$ cat src/rtl/sequenced_decoder_3_8.sv
// sequenced_decoder_3_8: buffers 3-bit indices in a 2-entry FIFO and replays
// each one as a one-hot select line held for HOLD_CYCLES clocks. Each hold is
// followed by GAP_CYCLES all-zero clocks.
module sequenced_decoder_3_8 #(
  parameter int HOLD_CYCLES = 4,
  parameter int GAP_CYCLES  = 1,
  parameter int COUNT_WIDTH = 8
) (
  input  logic       Clock_In,
  input  logic       Reset_In,
  input  logic       Enable_In,
  input  logic [2:0] Encoded_Value_In,
  input  logic       Valid_In,
  output logic       Ready_Out,
  output logic       Data_0_Out,
  output logic       Data_1_Out,
  output logic       Data_2_Out,
  output logic       Data_3_Out,
  output logic       Data_4_Out,
  output logic       Data_5_Out,
  output logic       Data_6_Out,
  output logic       Data_7_Out,
  output logic       Busy_Out,
  output logic       Done_Out
);

  typedef enum logic [1:0] {
    IDLE  = 2'd0,
    DRIVE = 2'd1,
    GAP   = 2'd2
  } state_t;

  // Counter reload values; the counter runs down to zero and never wraps.
  localparam logic [COUNT_WIDTH-1:0] HoldLoad = COUNT_WIDTH'(HOLD_CYCLES - 1);
  localparam logic [COUNT_WIDTH-1:0] GapLoad  =
    COUNT_WIDTH'((GAP_CYCLES > 0) ? (GAP_CYCLES - 1) : 0);

  state_t                 state_q, state_d;
  logic [COUNT_WIDTH-1:0] counter_q, counter_d;
  logic [7:0]             lines_q, lines_d;
  logic [2:0]             fifoMem_q [2];
  logic                   rdPtr_q, wrPtr_q;
  logic [1:0]             count_q, count_d;
  logic                   push, pop;
  logic [2:0]             headIdx;

  // Ready depends only on the registered fill level, so a pop in the same cycle cannot open a slot.
  assign Ready_Out = Enable_In & ~Reset_In & (count_q < 2'd2);
  assign push      = Valid_In & Ready_Out;
  assign headIdx   = fifoMem_q[rdPtr_q];
  assign count_d   = count_q + {1'b0, push} - {1'b0, pop};

  // Next-state logic: a pop from IDLE, from the end of a hold, or from the end of a gap all start a new hold.
  always_comb begin
    state_d   = state_q;
    counter_d = counter_q;
    lines_d   = lines_q;
    pop       = 1'b0;
    if (!Enable_In) begin
      state_d   = IDLE;
      counter_d = '0;
      lines_d   = '0;
    end else begin
      unique case (state_q)
        IDLE: begin
          lines_d = '0;
          if (count_q != 2'd0) pop = 1'b1;
        end
        DRIVE: begin
          if (counter_q != '0) begin
            counter_d = counter_q - COUNT_WIDTH'(1);
          end else if (GAP_CYCLES > 0) begin
            state_d   = GAP;
            counter_d = GapLoad;
            lines_d   = '0;
          end else if (count_q != 2'd0) begin
            pop = 1'b1;
          end else begin
            state_d   = IDLE;
            counter_d = '0;
            lines_d   = '0;
          end
        end
        GAP: begin
          lines_d = '0;
          if (counter_q != '0) begin
            counter_d = counter_q - COUNT_WIDTH'(1);
          end else if (count_q != 2'd0) begin
            pop = 1'b1;
          end else begin
            state_d   = IDLE;
            counter_d = '0;
          end
        end
        default: begin
          state_d   = IDLE;
          counter_d = '0;
          lines_d   = '0;
        end
      endcase
      if (pop) begin
        state_d   = DRIVE;
        counter_d = HoldLoad;
        lines_d   = 8'b1 << headIdx;
      end
    end
  end

  // State, counter, output lines and FIFO registers; reset flushes everything.
  always_ff @(posedge Clock_In) begin
    if (Reset_In) begin
      state_q      <= IDLE;
      counter_q    <= '0;
      lines_q      <= '0;
      fifoMem_q[0] <= '0;
      fifoMem_q[1] <= '0;
      rdPtr_q      <= 1'b0;
      wrPtr_q      <= 1'b0;
      count_q      <= 2'd0;
    end else begin
      state_q   <= state_d;
      counter_q <= counter_d;
      lines_q   <= lines_d;
      count_q   <= count_d;
      if (push) begin
        fifoMem_q[wrPtr_q] <= Encoded_Value_In;
        wrPtr_q            <= ~wrPtr_q;
      end
      if (pop) rdPtr_q <= ~rdPtr_q;
    end
  end

  assign Busy_Out   = (state_q != IDLE) | (count_q != 2'd0);
  assign Done_Out   = (state_q == DRIVE) & (counter_q == '0);
  assign Data_0_Out = lines_q[0];
  assign Data_1_Out = lines_q[1];
  assign Data_2_Out = lines_q[2];
  assign Data_3_Out = lines_q[3];
  assign Data_4_Out = lines_q[4];
  assign Data_5_Out = lines_q[5];
  assign Data_6_Out = lines_q[6];
  assign Data_7_Out = lines_q[7];

endmodule
$ cat config.mk
export PLATFORM = sky130hd
export DESIGN_NAME = sequenced_decoder_3_8
export DESIGN_NICKNAME = d
export VERILOG_FILES = /design/src/rtl/sequenced_decoder_3_8.sv
export SDC_FILE = /design/constraint.sdc
export NUM_CORES = 1
export LEC_CHECK = 0
export BUFFER_PORTS_ARGS = -buffer_cell sky130_fd_sc_hd__buf_2
export CORE_ASPECT_RATIO = 1.25
export CORE_UTILIZATION = 50
export CTS_BUF_LIST = sky130_fd_sc_hd__clkbuf_2 sky130_fd_sc_hd__clkbuf_4 sky130_fd_sc_hd__clkbuf_8
export DETAILED_ROUTE_END_ITERATION = 8
export GPL_ROUTABILITY_DRIVEN = 0
export PLACE_DENSITY = 0.75
export SYNTH_ARGS = -nofsm -noshare
export SYNTH_HDL_FRONTEND = slang
export SYNTH_SLANG_ARGS = --single-unit
$ cat constraint.sdc
create_clock -name Clock_In -period 2 [get_ports Clock_In]
set_input_delay 0.2 -clock Clock_In [delete_from_list [all_inputs] [get_ports Clock_In]]
set_output_delay 0.2 -clock Clock_In [all_outputs]
set_load 0.01 [all_outputs]
==> impl_metrics.json <==
{
  "min_path_type": "in -> reg",
  "drive_gt1_share_pct": 27.9,
  "drv_cap": 0,
  "syn_area_sq_um": 1480,
  "first_pass_iters": 4,
  "outcome": "finished, final reports clean",
  "rsz0062_at_grt": "false",
  "leakagePower_nw": 0.739,
  "synth_cells": 152,
  "synth_top_area_share_pct": 31.1,
  "synth-main-ff-cell": "dfxtp_1",
  "worst_slew_pin_slew_ns": 0.476,
  "routedWlPerCell_um": 14.4,
  "synth.ff_latch_count": 29,
  "place_ws_ns": 0.0493,
  "ys_seq_area_share_pct": 43.3,
  "synth_edf_count": 6,
  "synth_most_common_cell": "dfxtp_1",
  "hold_viol": 0,
  "netlist_top_cells_count": "dfxtp_1, inv_1, nor2_1, a22o_1, nand2_1",
  "required_ns": 1.80,
  "grt_max_degree": 11,
  "skew_ns": 0.00539,
  "track_usage_pct": 21.8,
  "crit_path_end_kind": "output pin",
  "die_area_sq_um": 3180,
  "cp_max_fo": 8,
  "r2r_cells": 9,
  "ctsRootBufferMaster": "clkbuf_4",
  "grt_pass1_wl_um": 5040,
  "cp-start-kind": "flop",
  "path_clk_slew_ns": 0.08,
  "cts.htree.levels": 2,
  "relSlewSlack_pct": 68.2,
  "dp_hpwl_um": 2290,
  "die_w_um": 50.6,
  "final_area_sq_um": 1710,
  "cts_buffers": 5,
  "final_nets": 191,
  "whs_path_depth": 2,
  "slew_violations": 0,
  "fin_setup_tns_ns": 0,
  "yosys_warnings": 0,
  "yosysUniqueCellTypes": 46,
  "crit_type": "reg -> out",
  "ys_top_cells_by_area": "dfxtp_1, edfxtp_1, ha_1",
  "grt_pass1_vias": 1141,
  "drt_iter0_drc": 43,
  "post-route-util_pct": 62.5,
  "portBuffers": 17,
  "synth_async_sr_flop_share_pct": 0,
  "antenna_found_initial": 0,
  "synthesis.area_per_instance_sq_um": 9.73,
  "timing.final.crit_share_pct": 95.1,
  "antenna_left": 0,
  "vdd_drop_max_mv": 0.640,
  "cts_tree": "yes",
  "post_drt_via_cell_ratio": 5.61,
  "clock_latency_ns": 0.33,
  "diodes": 0,
  "dr_total_vias": 1194,
  "synthToLayoutAreaGrowth_pct": 15.4,
  "cts.path.max_buffers": 2,
  "synth_nets": 165,
  "arrival_ns": 1.70,
  "coreArea_sq_um": 2730,
  "overflow": 0,
  "power_density_nw_per_um2": 952,
  "min_period_ns": 1.90,
  "drc": 0,
  "rows": 21,
  "setup_viol": 0,
  "wirelength_um": 3060,
  "clkSinkCount": 29,
  "die_h_um": 62.8,
  "fmax_ghz": 0.526,
  "io-pin-count": 18,
  "synth_top_area_cell": "dfxtp_1",
  "initial_core_util_pct": 54.1,
  "fin_ws_ns": 0.0977,
  "place_area_sq_um": 1620
}
-- power by group --
group | total [mW] | internal [mW] | switching [mW] | leakage (nW)
Sequential | 0.718 | 0.657 | 0.0610 | 0.250
Combinational | 0.580 | 0.265 | 0.315 | 0.459
Clock | 0.326 | 0.127 | 0.199 | 0.0300
-- through the flow --
step / total power, mW / hold slack (ns) / instances
final: 1.62 / 0.137 / 213
after global routing: 1.72 / 0.138 / 213
after CTS: 1.60 / 0.128 / 211
after detailed placement: 1.27 / 0.464 / 203
after global placement: 1.24 / 0.457 / 203
after floorplan: 1.11 / 0.354 / 152
-- layout by cell type, fill, tap and decap left out, types with 2 or more instances in the layout --
| master | netlist | routed |
|---|---|---|
| a21oi_1 | 7 | 7 |
| mux2_1 | 2 | 2 |
| inv_2 | 0 | 2 |
| dfxtp_1 | 23 | 21 |
| nor2_1 | 10 | 10 |
| dfxtp_2 | 0 | 2 |
| nor2b_1 | 4 | 4 |
| inv_1 | 11 | 9 |
| nor3b_1 | 2 | 2 |
| nand3_1 | 3 | 3 |
| xor2_1 | 2 | 2 |
| xnor2_1 | 2 | 2 |
| and2_1 | 6 | 6 |
| a31oi_1 | 5 | 5 |
| clkinv_1 | 0 | 2 |
| o32ai_1 | 4 | 4 |
| or3_1 | 2 | 2 |
| o21ai_0 | 4 | 4 |
| nand2_1 | 8 | 8 |
| ha_1 | 6 | 5 |
| or2_2 | 4 | 4 |
| nand2b_1 | 2 | 2 |
| and3_1 | 3 | 3 |
| buf_4 | 0 | 6 |
| o21ai_1 | 3 | 3 |
| buf_2 | 1 | 17 |
| edfxtp_1 | 6 | 6 |
| a22o_1 | 8 | 8 |
| clkbuf_4 | 0 | 5 |
-- sequential cells by signal, summed over array words and instances (netlist names), named ones only --
name       count
count_q        2
counter_q      8
fifoMem_q      6
lines_q        8
rdPtr_q        1
state_q        2
wrPtr_q        1
-- worst max-delay path: stages (launching register included) --
cell and delay, ns:
dfxtp_1 0.35, inv_2 0.09, ha_4 0.17, buf_4 0.15
inv_1 0.11, or2_2 0.35, buf_2 0.15
-- per-layer routing --
metal	GRT usage, %	wire, um	up-vias
met1	23.2	1330	558
met2	37.2	1550	25
met4	10.4	68	0
met3	8.03	118	6
met5	0	0	-
li1	-	-	605
-- final timing paths --
kind | endpoint | from | slack, ns
setup / recovery | Busy_Out | state_q[0]$_SDFFE_PP0P_ | 0.1
hold / removal | count_q[0]$_SDFF_PP0_ | Reset_In | 0.14
setup reg to reg | count_q[0]$_SDFF_PP0_ | counter_q[0]$_SDFFE_PP0P_ | 0.14
hold reg to reg | lines_q[0]$_SDFFE_PP0P_ | lines_q[0]$_SDFFE_PP0P_ | 0.48
-- timing repair --
action,in CTS,in global routing
hold buffers,0,0
endpoints found under the setup margin,1,4
setup buffers,0,2
gates cloned,0,0
pin swaps,0,2
gates resized for setup,1,6
-- area by class of cell --
class	count	area, sq um
inverters	11	41.3
fillers	245	1030
well taps	34	42.5
clock buffers	5	37.5
clock inverters	3	12.5
multi-input cells	108	800
repair buffers	23	130
flip-flops and latches	29	643
-- cells by family after synthesis --
kind of cell / synth area share [%]
xor gates and xnor gates: 2.37
buffers and inverters: 3.89
adders and majority gates: 5.08
AOI/OAI and AO/OA: 20.4
muxes: 2.20
and+or+nand+nor: 22.8
DFF: 43.3
Power figures use the tool's default switching activity.
